--- config.mk ---
export PLATFORM = sky130hd
export DESIGN_NAME = fifo_rr_wr_arbiter
export DESIGN_NICKNAME = d
export VERILOG_FILES = /design/src/rtl/fifo_arb_pkg.sv /design/src/rtl/rr_priority_pick.sv /design/src/rtl/fifo_rr_wr_arbiter.sv
export SDC_FILE = /design/constraint.sdc
export NUM_CORES = 1
export LEC_CHECK = 0
export ABC_AREA = 1
export BUFFER_PORTS_ARGS = -buffer_cell sky130_fd_sc_hd__buf_2
export CAP_MARGIN = 0
export CORE_UTILIZATION = 30
export CTS_BUF_LIST = sky130_fd_sc_hd__clkbuf_4 sky130_fd_sc_hd__clkbuf_8 sky130_fd_sc_hd__clkbuf_16
export CTS_CLUSTER_SIZE = 20
export DETAILED_ROUTE_END_ITERATION = 10
export GPL_TIMING_DRIVEN = 0
export PLACE_DENSITY_LB_ADDON = 0.08
export SYNTH_ARGS = -nofsm -noshare
export SYNTH_HDL_FRONTEND = slang
export SYNTH_HIERARCHICAL = 1
export SYNTH_SLANG_ARGS = --single-unit
--- constraint.sdc ---
create_clock -name clk_i -period 4.8 [get_ports clk_i]
set_input_delay 0.24 -clock clk_i [delete_from_list [all_inputs] [get_ports clk_i]]
set_output_delay 0.24 -clock clk_i [all_outputs]
set_load 0.03 [all_outputs]
--- src/rtl/fifo_arb_pkg.sv ---
// Shared constants and the rotate-priority pick function for the FIFO write arbiter.
package fifo_arb_pkg;

  localparam int DEF_DATA_WIDTH = 12;
  localparam int DEF_DEPTH      = 16;
  localparam int MAX_REQ        = 32;
  localparam int MAX_IDX_W      = 5;

  // One-hot grant for the first set bit of req at or above ptr, wrapping at n.
  function automatic logic [MAX_REQ-1:0] rr_pick(input logic [MAX_REQ-1:0] req,
                                                 input int ptr,
                                                 input int n);
    logic [MAX_REQ-1:0]   gnt;
    logic [MAX_IDX_W:0]   idx;
    gnt = '0;
    idx = '0;
    for (int i = 0; i < MAX_REQ; i++) begin
      if (i < n && gnt == '0) begin
        idx = (MAX_IDX_W+1)'(ptr) + (MAX_IDX_W+1)'(i);
        if (idx >= (MAX_IDX_W+1)'(n)) idx = idx - (MAX_IDX_W+1)'(n);
        if (req[idx[MAX_IDX_W-1:0]]) gnt[idx[MAX_IDX_W-1:0]] = 1'b1;
      end
    end
    return gnt;
  endfunction

endpackage

--- src/rtl/rr_priority_pick.sv ---
// Combinational rotate-priority encoder: one-hot grant plus binary index of the winner.
module rr_priority_pick
  import fifo_arb_pkg::*;
#(
  parameter int NUM_REQ  = 4,
  parameter int ID_WIDTH = $clog2(NUM_REQ)
) (
  input  logic [NUM_REQ-1:0]  req,
  input  logic [ID_WIDTH-1:0] ptr,
  output logic [NUM_REQ-1:0]  gnt,
  output logic [ID_WIDTH-1:0] idx,
  output logic                valid
);

  logic [MAX_REQ-1:0] req_ext;
  logic [MAX_REQ-1:0] gnt_ext;

  always_comb begin
    req_ext = '0;
    req_ext[NUM_REQ-1:0] = req;
    gnt_ext = rr_pick(req_ext, int'(ptr), NUM_REQ);
    gnt     = gnt_ext[NUM_REQ-1:0];
    valid   = |gnt_ext;
    idx     = '0;
    for (int k = 0; k < NUM_REQ; k++) begin
      if (gnt_ext[k]) idx = ID_WIDTH'(k);
    end
  end

endmodule

--- src/rtl/fifo_rr_wr_arbiter.sv ---
// Round-robin arbiter sharing one FIFO write port; credit counter mirrors free FIFO slots.
module fifo_rr_wr_arbiter
  import fifo_arb_pkg::*;
#(
  parameter int NUM_REQ    = 4,
  parameter int DATA_WIDTH = DEF_DATA_WIDTH,
  parameter int DEPTH      = DEF_DEPTH,
  parameter int ID_WIDTH   = $clog2(NUM_REQ),
  parameter int CRD_WIDTH  = $clog2(DEPTH+1)
) (
  input  logic                          clk_i,
  input  logic                          rst_i,
  input  logic [NUM_REQ-1:0]            req_i,
  input  logic [NUM_REQ*DATA_WIDTH-1:0] data_i,
  output logic [NUM_REQ-1:0]            gnt_o,
  output logic                          fifo_wr_en_o,
  output logic [DATA_WIDTH-1:0]         fifo_wdata_o,
  output logic [ID_WIDTH-1:0]           fifo_src_o,
  input  logic                          fifo_rd_ok_i,
  input  logic                          fifo_full_i,
  output logic [CRD_WIDTH-1:0]          credit_o,
  output logic                          err_o
);

  logic [ID_WIDTH-1:0]   ptr;
  logic [ID_WIDTH-1:0]   pick_idx;
  logic [NUM_REQ-1:0]    pick_gnt;
  logic                  pick_valid;
  logic                  grant;
  logic [CRD_WIDTH-1:0]  credit;
  logic [DATA_WIDTH-1:0] sel_data;

  rr_priority_pick #(
    .NUM_REQ  (NUM_REQ),
    .ID_WIDTH (ID_WIDTH)
  ) u_pick (
    .req   (req_i),
    .ptr   (ptr),
    .gnt   (pick_gnt),
    .idx   (pick_idx),
    .valid (pick_valid)
  );

  // No grant at zero credit keeps the FIFO from ever seeing an overflowing write.
  assign grant    = pick_valid && (credit != '0) && !rst_i;
  assign gnt_o    = grant ? pick_gnt : '0;
  assign credit_o = credit;

  always_comb begin
    sel_data = '0;
    for (int k = 0; k < NUM_REQ; k++) begin
      if (pick_idx == ID_WIDTH'(k)) sel_data = data_i[k*DATA_WIDTH +: DATA_WIDTH];
    end
  end

  always_ff @(posedge clk_i or posedge rst_i) begin
    if (rst_i) begin
      fifo_wr_en_o <= 1'b0;
      fifo_wdata_o <= '0;
      fifo_src_o   <= '0;
      ptr          <= '0;
      credit       <= CRD_WIDTH'(DEPTH);
      err_o        <= 1'b0;
    end else begin
      fifo_wr_en_o <= grant;
      if (grant) begin
        fifo_wdata_o <= sel_data;
        fifo_src_o   <= pick_idx;
        ptr          <= (pick_idx == ID_WIDTH'(NUM_REQ-1)) ? '0 : pick_idx + 1'b1;
      end
      if (grant && !fifo_rd_ok_i) begin
        credit <= credit - 1'b1;
      end else if (fifo_rd_ok_i && !grant) begin
        // A read reported with the FIFO already empty is a consumer protocol error.
        if (credit == CRD_WIDTH'(DEPTH)) err_o <= 1'b1;
        else credit <= credit + 1'b1;
      end
      if (fifo_wr_en_o && fifo_full_i) err_o <= 1'b1;
    end
  end

endmodule

# ---- After elaboration in Yosys (flattened, before gate mapping)
# Cells that the tools add are included.
dict set report classes {
  mux 46
  n_eq_ne 6
  reduce_logical 23
  n_bitwise 3
  n_lt_le_gt_ge 12
  addsub 10
}
# op count
set ops {}
lappend ops {{two-way mux 32 bit} 7}
lappend ops {{logical NOT 32 bit} 3}
lappend ops {{bitwise OR 32 bit} 3}
lappend ops {{two-way mux 5 bit} 10}
lappend ops {{two-way mux 12 bit} 4}
lappend ops {{OR reduction 32 bit} 1}
lappend ops {{< comparator 5 x 6 -> 1 bit (second input constant)} 4}
lappend ops {{binary-select mux 1 bit (select 5 bit)} 4}
lappend ops {{demux 1 bit (select 5 bit)} 4}
lappend ops {{>= comparator 5 x 1 -> 1 bit (second input constant)} 4}
lappend ops {{>= comparator 6 x 3 -> 1 bit (second input constant)} 3}
lappend ops {{subtractor 5 x 3 -> 5 bit (second input constant)} 3}
lappend ops {{two-way mux 1 bit} 13}
lappend ops {{logical AND 1 bit} 9}
lappend ops {{adder 2 x 2 -> 3 bit (second input constant)} 2}
lappend ops {{two-way mux 2 bit} 3}
lappend ops {{nonzero test 2 bit} 3}
lappend ops {{adder 5 x 1 -> 5 bit (second input constant)} 1}
lappend ops {{equality test 5 bit (second input constant)} 1}
lappend ops {{nonzero test 5 bit} 1}
lappend ops {{subtractor 5 x 1 -> 5 bit (second input constant)} 1}
lappend ops {{equality test 2 bit (second input constant)} 2}
lappend ops {{two-way mux 4 bit} 1}
lappend ops {{subtractor 2 x 3 -> 4 bit (second input constant)} 1}
lappend ops {{10 further kinds} 12}
dict set report word_totals {
  reg_bits 23
  input_bits 56
  wordCells 106
  out_inout_bits 25
}

# ---- Depth between registers and ports, before layout
# Gate-level depths: netlist of run 1.
dict set report logic_depth {
  depth_word 42
  ltp_mapped 30
  depth_no_buf 30
}

# ---- Modules after synthesis
# The synthesis of run 1 kept the hierarchy.
# module cells_each n_inst area_per_inst_um2 seq_area_each_um2
set modules_own_cells {}
lappend modules_own_cells {fifo_rr_wr_arbiter 242 1 1626.6 576.8}
lappend modules_own_cells {rr_priority_pick 103 1 611.8 0.0}

# ---- Worst setup path after synthesis of run 1
# OpenSTA, ideal clock, no wires.
dict set report synth_timing {
  path_type {flip-flop to flip-flop}
  startpoint {register ptr[0]}
  endpoint {register credit[2], in the netlist credit_o[2]}
  t_arrival_ns 3.229
  setup_slack_ns 1.448
  required_time_ns 4.678
  setup_time_ns 0.122
  path_stages_with_launch 29
  path_cell_list {dfrtp_1 -> inv_2 -> ha_1 -> inv_1 -> nand3_1 -> nand3_2 -> nor2_1 -> nand3_1 -> nand2_1 -> nor2_4 -> nand3_1 -> nand2_2 -> nor2_4 -> nand3_2 -> nand2_4 -> nor2_2 -> nand2_1 -> nand3_4 -> inv_1 -> ha_1 -> nand2_1 -> inv_1 -> nor2_1 -> ha_1 -> inv_1 -> nand2_1 -> xor2_1 -> nand2_1 -> o21ai_1}
}
dict set report synth_via {
  elab_chain_len 24
  elab_cells_between_ends 69
}
# element line
set synth_rtl {}
lappend synth_rtl {{start, declared} fifo_rr_wr_arbiter.sv:25} ;# logic [ID_WIDTH-1:0] ptr;
lappend synth_rtl {{start signal, assigned} fifo_rr_wr_arbiter.sv:69} ;# ptr <= (pick_idx == ID_WIDTH'(NUM_REQ-1)) ? '0 : pick_idx + 1'b1;
lappend synth_rtl {{parallel branches: the longest is 16 deep, another holds < comparator 5 x 6 -> 1 bit} --}
lappend synth_rtl {{two-way mux 32 bit (*)} fifo_arb_pkg.sv:18} ;# if (i < n && gnt == '0) begin
lappend synth_rtl {{named net pick_gnt[2]} fifo_rr_wr_arbiter.sv:27} ;# logic [NUM_REQ-1:0] pick_gnt;
lappend synth_rtl {{OR reduction 32 bit (*)} rr_priority_pick.sv:23} ;# valid = |gnt_ext;
lappend synth_rtl {{named net pick_valid} fifo_rr_wr_arbiter.sv:28} ;# logic pick_valid;
lappend synth_rtl {{logical AND 1 bit (*) (2 in a row)} fifo_rr_wr_arbiter.sv:45} ;# assign grant = pick_valid && (credit != '0) && !rst_i;
lappend synth_rtl {{named net grant} fifo_rr_wr_arbiter.sv:29} ;# logic grant;
lappend synth_rtl {{logical NOT 1 bit} fifo_rr_wr_arbiter.sv:73} ;# end else if (fifo_rd_ok_i && !grant) begin
lappend synth_rtl {{logical AND 1 bit} fifo_rr_wr_arbiter.sv:73}
lappend synth_rtl {{nonzero test 2 bit (no line)} --}
lappend synth_rtl {{AND reduction 2 bit (no line)} --}
lappend synth_rtl {{end signal, assigned} fifo_rr_wr_arbiter.sv:62} ;# credit <= CRD_WIDTH'(DEPTH);
lappend synth_rtl {{end signal, assigned} fifo_rr_wr_arbiter.sv:72} ;# credit <= credit - 1'b1;
lappend synth_rtl {{end signal, assigned} fifo_rr_wr_arbiter.sv:76} ;# else credit <= credit + 1'b1;
lappend synth_rtl {{end, declared} fifo_rr_wr_arbiter.sv:30} ;# logic [CRD_WIDTH-1:0] credit;
# Mark *: on every way through the listed nets, which the timed path passes. The select of a mux whose other input is x is not followed.
# A chain may end at the register's enable or synchronous reset.

# ---- Worst setup path in the final report of run 1
# Ends and elaborated chain as after synthesis.

==> flow_metrics.env, run 1 <==
export IMPL_crit_required_ns=4.95
export IMPL_antenna_found_initial=0
export IMPL_ctsHoldBuffers=0
export IMPL_grt_pass1_wl_mm=9.14
export IMPL_rows=31
export IMPL_slowest_stage="dfrtp_1"
export IMPL_ant_nets=0
export IMPL_gp_congestion=0.811
export IMPL_final_layout_size_suffix_gt1_frac=0.315
export IMPL_vias=2261
export IMPL_ctsResizeCount=0
export IMPL_setup_viol=0
export IMPL_synth_avg_cell_area_sq_um=6.49
export IMPL_synth_seq_cells=23
export IMPL_crit_arrival_ns=4.03
export IMPL_reg2reg_slack_ns=0.91
export IMPL_relSlewSlack=0.354
export IMPL_synth_top_area_share=0.246
export IMPL_layout_nets=503
export IMPL_area_delta_synth_final_pct=25.5
export IMPL_period_needed_ns=3.89
export IMPL_worst_slack_ns=0.914
export IMPL_grt_overflow_total=0
export IMPL_post_drt_wl_per_cell_um=11.0
export IMPL_finClkSkew_ns=0.00500
export IMPL_antenna_cells=0
export IMPL_fmax_mhz=257
export IMPL_min_path_type="in -> async"
export IMPL_cts_htree_levels=1
export IMPL_die_x_um=88.4
export IMPL_synth_seq_area_share=0.258
export IMPL_first_global_vias=2009
export IMPL_vias_per_cell=4.28
export IMPL_dp_hpwl_mm=4.78
export IMPL_cts_made_buffers=3
export IMPL_portBuffers=80
export IMPL_top_level_ports=81
export IMPL_syn_nets=418
export IMPL_slowest_delay_ns=0.55
export IMPL_worstSetupPathType="reg -> reg"
export IMPL_drv_slew=0
export IMPL_ff2ff_path_depth=28
export IMPL_grt_max_degree=25
export IMPL_root_buffer="clkbuf_8"
export IMPL_die_area_sq_mm=0.00781
export IMPL_worst_slew_pin_transition_ns=0.968
export IMPL_die_h_um=88.4
export IMPL_finalSetupTns_ns=0
export IMPL_synthesis_area_sq_mm=0.00224
export IMPL_rsz0062_at_grt="false"
export IMPL_hold_violations=0
export IMPL_syn_inst=345
export IMPL_synth_cell_type_count=29
export IMPL_cts_tree="yes"
export IMPL_start_util=0.310
export IMPL_grtUsageTotal=0.148
export IMPL_ys_top_cells_by_area="dfrtp_1 (25%), nand2_1 (20%), ha_1 (9.5%)"
export IMPL_pre_cts_ws_ns=0.902
export IMPL_cts_path_max_buffers=2
export IMPL_cts_sinks=23
export IMPL_cp_end_kind="flop"
export IMPL_fillers=836
export IMPL_drt_iter0_drc=43
export IMPL_status="complete, no violations"
export IMPL_design_core_area_sq_mm=0.00721
export IMPL_worst_path_most_repeated_cell="nand2_1"
export IMPL_clk_latency_ns=0.26
export IMPL_clk_pin_slew_ns=0.09
export IMPL_ys_warn_count=6
export IMPL_cp_start_kind="flop"
export IMPL_crit_path_max_fanout=10
export IMPL_drc=0
export IMPL_wl_mm=5.83
export IMPL_cts_setup_buffers=0
export IMPL_drt_pre_antenna_iters=4
export IMPL_min_period_over_period=0.810
export IMPL_yosys_area_top_type="dfrtp_1"
export IMPL_maxCapViolCount=0
## worst max-delay path, delay by kind of cell (launching register included)
kind	cells	cell delay, ns
AOI/OAI and AO/OA	1	0.06
and+or+nand+nor	18	1.64
adders and majority gates	3	0.81
DFF	1	0.55
buffers and inverters	5	0.54
xor gates and xnor gates	1	0.16
## cells by family after synthesis
family,share of synthesized area
xor+xnor,0.0117
fa+ha+maj,0.0950
buf+inv,0.0950
flops,0.258
simple gates,0.461
compound gates,0.0794
## routing by layer
metal	track usage	up-vias	part of all wire
li1	-	1231	-
met3	0.0131	2	0.036
met1	0.216	994	0.50
met5	0	-	0
met2	0.238	34	0.46
met4	0.0308	0	0.0058
## final timing paths
path | to | startpoint
max | credit_o[2] | ptr[0]
min | fifo_wdata_o[6] | rst_i
max reg2reg | credit_o[2] | ptr[0]
min reg2reg | err_o | err_o
max in group asynchronous | ptr[0] | rst_i
min in group clk_i | err_o | fifo_full_i
## flip-flops by register name (all words and copies together), names as in the netlist
register,flops
fifo_wr_en_o,1
fifo_src_o,2
fifo_wdata_o,12
credit_o,5
ptr,2
err_o,1
## Yosys cell counts
| cell type | number |
|---|---|
| a211oi_1 | 1 |
| a21oi_1 | 14 |
| buf_2 | 2 |
| buf_4 | 3 |
| buf_6 | 1 |
| clkbuf_1 | 3 |
| dfrtp_1 | 22 |
| dfstp_2 | 1 |
| ha_1 | 17 |
| inv_1 | 38 |
| inv_2 | 4 |
| nand2_1 | 119 |
| nand2_2 | 10 |
| nand2_4 | 3 |
| nand3_1 | 18 |
| nand3_2 | 8 |
| nand3_4 | 1 |
| nand3b_1 | 1 |
| nor2_1 | 39 |
| nor2_2 | 12 |
| nor2_4 | 5 |
| nor3_2 | 1 |
| o211ai_1 | 2 |
| o21ai_0 | 11 |
| o21ai_1 | 3 |
| o21bai_1 | 1 |
| o31ai_1 | 1 |
| or2_1 | 1 |
| xor2_1 | 3 |
## stage by stage
| step | util | hold WS, ns | instance area (sq um) | std cells |
|---|---|---|---|---|
| after global placement | 0.383 | 0.461 | 2760 | 524 |
| after floorplan | - | 0.273 | 2240 | 345 |
| final | 0.389 | 0.186 | 2810 | 528 |
| after global routing | 0.389 | 0.210 | 2810 | 528 |
| after CTS | 0.389 | 0.200 | 2810 | 528 |
| after detailed placement | 0.383 | 0.461 | 2760 | 524 |
## layout by cell type, fill, tap and decap left out, types with 2 or more instances in the layout
master / n
nand2_1: 119
buf_2: 82
nor2_1: 39
inv_1: 38
dfrtp_1: 22
nand3_1: 18
ha_1: 17
a21oi_1: 14
nor2_2: 12
o21ai_0: 11
nand2_2: 10
nand3_2: 8
nor2_4: 5
inv_2: 4
xor2_1: 3
o21ai_1: 3
buf_4: 3
clkbuf_1: 3
clkbuf_8: 3
nand2_4: 3
o211ai_1: 2
## area by class of cell
type	instances	area (sq um)	share of cell area
repair buffers	80	400	0.143
well taps	99	124	0.0441
multi-input cells	271	1450	0.516
clock buffers	3	41.3	0.0147
clock inverters	1	5.00	0.00178
inverters	42	158	0.0561
plain buffers	9	55.1	0.0196
flip-flops and latches	23	577	0.205
Power of run 1 is left out: the tool's default activity adds up to more than one toggle a clock period on the data nets, which glitch-free logic cannot reach.
==> run 2: changes to the inputs <==
==> constraint.sdc (replaced) <==
create_clock -name clk_i -period 4.05 [get_ports clk_i]
set_input_delay 0.2025 -clock clk_i [delete_from_list [all_inputs] [get_ports clk_i]]
set_output_delay 0.2025 -clock clk_i [all_outputs]
set_load 0.03 [all_outputs]
==> run 2 against run 1 <==
Global-route usage unchanged. Die area unchanged. First-iteration DRC count down 2.3%. Critical path depth unchanged. Setup slack worse by 0.53 ns. Count of clock-buffer cells in the layout unchanged. Hold slack worse by 0.038 ns. Wire length unchanged. Critical path type unchanged. Critical endpoint unchanged. Largest cell class unchanged.
==> flow_metrics.env, run 2 (synthesis gave the netlist of run 1 again) <==
export IMPL_drt_pre_antenna_iters=4
export IMPL_grt_util_met1=0.216
export IMPL_root_buffer="clkbuf_8"
export IMPL_cp_end_kind="flop"
export IMPL_crit_required_ns=4.20
export IMPL_vias=2260
export IMPL_area_delta_synth_final_pct=25.7
export IMPL_min_path_type="in -> async"
export IMPL_fillers=834
export IMPL_clk_pin_slew_ns=0.09
export IMPL_crit_path_max_fanout=10
export IMPL_design_core_area_sq_mm=0.00721
export IMPL_grt_met2_usage=0.238
export IMPL_grt_pass1_wl_mm=9.14
export IMPL_setup_viol=0
export IMPL_ant_nets=0
export IMPL_antenna_found_initial=0
export IMPL_cts_tree="yes"
export IMPL_vias_per_cell=4.28
export IMPL_final_common_cell="nand2_1"
export IMPL_gp_congestion=0.811
export IMPL_worstSetupPathType="reg -> reg"
export IMPL_drv_slew=0
export IMPL_grt_overflow_total=0
export IMPL_status="complete, no violations"
export IMPL_relSlewSlack=0.355
export IMPL_portBuffers=80
export IMPL_first_global_vias=2009
export IMPL_period_needed_ns=3.66
export IMPL_top_register="fifo_wdata_o"
export IMPL_die_area_sq_mm=0.00781
export IMPL_die_h_um=88.4
export IMPL_clk_latency_ns=0.26
export IMPL_grt_max_degree=25
export IMPL_cts_htree_levels=1
export IMPL_slowest_stage="dfrtp_2"
export IMPL_timing_hold_ws_ns=0.147
export IMPL_layout_nets=503
export IMPL_maxCapViolCount=0
export IMPL_finalSetupTns_ns=0
export IMPL_min_period_over_period=0.905
export IMPL_drt_iter0_drc=42
export IMPL_grtUsageTotal=0.148
export IMPL_top_level_ports=81
export IMPL_top_usage_layer="met2"
export IMPL_mostFrequentLayoutCells="nand2_1 (119), buf_2 (82), nor2_1 (39), inv_1 (37), dfrtp_1 (20)"
export IMPL_rsz0062_at_grt="false"
export IMPL_start_util=0.310
export IMPL_largest_reg_flops=12
export IMPL_antenna_cells=0
export IMPL_grtUsageMet3=0.0131
export IMPL_final_layout_size_suffix_gt1_frac=0.324
export IMPL_worst_path_most_repeated_cell="nand2_1"
export IMPL_hold_violations=0
export IMPL_crit_arrival_ns=3.81
export IMPL_fmax_mhz=273
export IMPL_slowest_delay_ns=0.48
export IMPL_drc=0
export IMPL_worst_slew_pin_transition_ns=0.966
export IMPL_cts_sinks=23
export IMPL_finClkSkew_ns=0.00513
export IMPL_cts_made_buffers=3
export IMPL_rows=31
export IMPL_post_drt_wl_per_cell_um=11.0
export IMPL_wl_mm=5.83
export IMPL_cts_path_max_buffers=2
export IMPL_die_x_um=88.4
export IMPL_cp_start_kind="flop"
export IMPL_dp_hpwl_mm=4.78
-- run 2: metal layers --
| layer | vias up | wire length [um] |
|---|---|---|
| met3 | 2 | 196 |
| li1 | 1232 | - |
| met4 | 0 | 34 |
| met5 | - | 0 |
| met2 | 34 | 2670 |
| met1 | 992 | 2930 |
-- run 2: final cells by class --
class / count / area (sq um) / share of cell area
Clock buffer: 3 / 41.3 / 0.0147
Inverter: 42 / 158 / 0.0560
Multi-Input combinational cell: 271 / 1450 / 0.516
Clock inverter: 1 / 5.00 / 0.00178
Tap cell: 99 / 124 / 0.0440
Timing Repair Buffer: 80 / 400 / 0.142
Buffer: 9 / 55.1 / 0.0196
Sequential cell: 23 / 579 / 0.206
-- run 2: final timing paths --
| kind | from | to | slack (ns) | depth (start not counted) |
|---|---|---|---|---|
| worst min register to register | err_o | err_o | 0.48 | 2 |
| worst max-delay path | ptr[0] | credit_o[2] | 0.39 | 28 |
| min in group clk_i | fifo_full_i | err_o | 0.16 | 3 |
| worst max register to register | ptr[0] | credit_o[2] | 0.39 | 28 |
| max in group asynchronous | rst_i | ptr[0] | 3.25 | 2 |
| worst min-delay path | rst_i | fifo_wdata_o[6] | 0.15 | 2 |
-- run 2: repair_timing --
action / CTS / global route
gates resized for setup: 0 / 4
hold buffers: 0 / 0
buffers inserted: 0 / 0
setup endpoints to repair: 0 / 4
-- run 2: metrics by stage --
step           cell area [sq um]  utilization  setup WS, ns  cells
6_report                    2810        0.390         0.386    528
5_1_grt                     2810        0.390        0.0139    528
4_1_cts                     2810        0.389         0.136    528
3_5_place_dp                2760        0.383         0.152    524
3_3_place_gp                2760        0.383         0.184    524
2_1_floorplan               2240            -         0.698    345
-- run 2: worst max-delay path, delay by kind of cell, from the launching register on --
family	cells	cell delay [ns]
simple gates	18	1.63
fa+ha+maj	3	0.74
flops	1	0.48
buf+inv	5	0.47
xor+xnor	1	0.16
compound gates	1	0.06
Power of run 2 is left out for the same reason.
==> run 3: changes to the inputs <==
--- a/config.mk
+++ b/config.mk
@@ -16,5 +16,4 @@
 export PLACE_DENSITY_LB_ADDON = 0.08
 export SYNTH_ARGS = -nofsm -noshare
 export SYNTH_HDL_FRONTEND = slang
-export SYNTH_HIERARCHICAL = 1
 export SYNTH_SLANG_ARGS = --single-unit
==> run 3 against run 2 <==
Area after synthesis is 2.4% lower. Setup slack worse by 0.0064 ns. Fmax is 0.17% lower. Non-clock buffer count is 6 higher. Clock skew is 0.0026 ns lower. Hold slack worse by 0.022 ns. Critical endpoint is now credit_o[4]. Largest cell class unchanged. Highest routed layer is now met3.
==> flow_metrics.env, run 3 <==
export IMPL_grt_overflow_total=0
export IMPL_dp_hpwl_mm=4.73
export IMPL_synth_seq_cells=23
export IMPL_period_needed_ns=3.67
export IMPL_vias_per_cell=4.26
export IMPL_final_common_cell="nand2_1"
export IMPL_final_layout_size_suffix_gt1_frac=0.304
export IMPL_post_drt_wl_per_cell_um=10.8
export IMPL_grt_pass1_wl_mm=8.90
export IMPL_clk_pin_slew_ns=0.08
export IMPL_min_path_type="in -> async"
export IMPL_ctsHoldBuffers=0
export IMPL_first_global_vias=1955
export IMPL_cts_htree_levels=1
export IMPL_ys_warn_count=0
export IMPL_synth_ff_type="dfrtp_1"
export IMPL_grt_max_degree=25
export IMPL_place_area_sq_mm=0.00271
export IMPL_worstSetupPathType="reg -> reg"
export IMPL_rsz0062_at_grt="false"
export IMPL_wl_mm=5.67
export IMPL_drv_slew=0
export IMPL_finClkSkew_ns=0.00253
export IMPL_synth_seq_area_share=0.264
export IMPL_synth_cell_type_count=30
export IMPL_rows=30
export IMPL_reg2reg_slack_ns=0.38
export IMPL_cts_sinks=23
export IMPL_drt_iter0_drc=34
export IMPL_ys_top_cells_by_area="dfrtp_1 (25%), nand2_1 (18%), nand3_1 (10%)"
export IMPL_largest_reg_flops=12
export IMPL_final_cell_area_sq_mm=0.00282
export IMPL_top_register="fifo_wdata_o"
export IMPL_relSlewSlack=0.414
export IMPL_seq_area_sq_um=579
export IMPL_hold_violations=0
export IMPL_area_delta_synth_final_pct=29.3
export IMPL_fmax_mhz=272
export IMPL_synth_commonest_cells="nand2_1 (102), nor2_1 (48), nand3_1 (44), inv_1 (35), dfrtp_1 (22)"
export IMPL_start_util=0.316
export IMPL_root_buffer="clkbuf_8"
export IMPL_mostFrequentLayoutCells="nand2_1 (102), buf_2 (80), nor2_1 (47), nand3_1 (44), inv_1 (33)"
export IMPL_die_area_sq_mm=0.00763
export IMPL_drc=0
export IMPL_syn_inst=337
export IMPL_worst_slew_pin_transition_ns=0.878
export IMPL_drt_pre_antenna_iters=5
export IMPL_synth_top_area_share=0.252
export IMPL_cts_path_max_buffers=2
export IMPL_setup_viol=0
export IMPL_antenna_cells=0
export IMPL_top_level_ports=81
export IMPL_layout_nets=501
export IMPL_grtUsageTotal=0.146
export IMPL_timing_hold_ws_ns=0.125
export IMPL_final_util=0.409
export IMPL_crit_required_ns=4.24
export IMPL_crit_path_max_fanout=10
export IMPL_fillers=795
export IMPL_ff2ff_path_depth=25
export IMPL_synth_most_common_cell="nand2_1"
export IMPL_yosys_area_top_type="dfrtp_1"
export IMPL_antenna_found_initial=0
export IMPL_portBuffers=80
export IMPL_synth_edf_count=0
export IMPL_die_x_um=87.3
export IMPL_min_period_over_period=0.906
export IMPL_die_h_um=87.3
export IMPL_maxCapViolCount=0
export IMPL_cp_start_kind="flop"
export IMPL_crit_arrival_ns=3.86
export IMPL_finalSetupTns_ns=0
export IMPL_synthesis_area_sq_mm=0.00218
export IMPL_multi_input_area_sq_mm=0.00142
export IMPL_cts_tree="yes"
export IMPL_clk_latency_ns=0.26
export IMPL_synth_avg_cell_area_sq_um=6.48
export IMPL_async_flop_share=1.00
export IMPL_syn_nets=410
export IMPL_cts_made_buffers=3
export IMPL_vias=2228
export IMPL_gp_congestion=0.858
export IMPL_design_core_area_sq_mm=0.00691
export IMPL_cp_end_kind="flop"
export IMPL_status="complete, no violations"
export IMPL_ant_nets=0
==> run 3: cell types whose count changed after synthesis, moves of 3 or more <==
| cell | change |
|---|---|
| nand2_1 | -17 |
| o21ai_0 | -6 |
| inv_1 | -3 |
| nand3_1 | +26 |
| nor2_1 | +9 |
| nor2_2 | -5 |
| nand3_2 | -4 |
| a21oi_1 | -4 |
==> run 3: through the flow <==
stage	setup WS (ns)	std cells
2_1_floorplan	0.431	337
3_3_place_gp	-0.126	513
3_5_place_dp	-0.116	513
4_1_cts	0.0579	518
5_1_grt	0.0151	523
6_report	0.380	523
==> run 3: routing by layer <==
layer,global-route usage,vias up,wire (um)
met4,0.0268,0,0
met1,0.211,932,2880
met2,0.232,57,2430
met5,0,-,0
li1,-,1239,-
met3,0.0190,0,358
==> run 3: repair_timing <==
item | 4_1_cts | 5_1_grt
setup endpoints to repair | 1 | 2
buffers inserted | 1 | 5
pin swaps | 0 | 3
resized for setup | 3 | 7
==> run 3: path summary, 6_finish.rpt <==
| kind | start | endpoint |
|---|---|---|
| setup / recovery | ptr[0] | credit_o[4] |
| hold / removal | rst_i | fifo_wdata_o[5] |
| setup reg to reg | ptr[0] | credit_o[4] |
| hold reg to reg | fifo_wdata_o[3] | fifo_wdata_o[3] |
| max in group asynchronous | rst_i | ptr[0] |
| min in group clk_i | fifo_full_i | err_o |
==> run 3: kinds of logic (layout without fill, tap and decap cells) <==
family | Yosys count | after routing | share of synthesized area
adder cells (fa/ha/maj) | 17 | 17 | 0.101
AO/OA/AOI/OAI | 22 | 22 | 0.0573
AND/OR/NAND/NOR | 224 | 224 | 0.467
buffers and inverters | 47 | 137 | 0.0945
XOR/XNOR | 4 | 4 | 0.0160
flip-flops | 23 | 23 | 0.264
==> run 3: final cells by class <==
| cell class | count | area share |
|---|---|---|
| Multi-Input combinational cell | 267 | 0.503 |
| Sequential cell | 23 | 0.205 |
| Timing Repair Buffer | 86 | 0.158 |
| Inverter | 38 | 0.0523 |
| Tap cell | 96 | 0.0425 |
| Buffer | 9 | 0.0226 |
| Clock buffer | 3 | 0.0146 |
| Clock inverter | 1 | 0.00177 |
==> run 3: critical path: stages, from the launching register on <==
cell and delay [ns]:
dfrtp_2 0.44, inv_4 0.11, ha_1 0.27, nand3b_1 0.20, nand3_2 0.10, nor2_1 0.04
nand3_1 0.06, nand2_1 0.10, nor2_4 0.13, nand3_1 0.08, nand2_1 0.13, nor2_4 0.06
nand3_1 0.07, nand2_1 0.07, nor2_2 0.17, nand2_4 0.10, nand2_4 0.11, inv_2 0.11
ha_4 0.20, fa_1 0.40, nand2_1 0.09, nand2_1 0.05, a21oi_1 0.16, a21oi_1 0.08
o21ai_0 0.09, xor2_1 0.17
Power of run 3 is left out for the same reason.
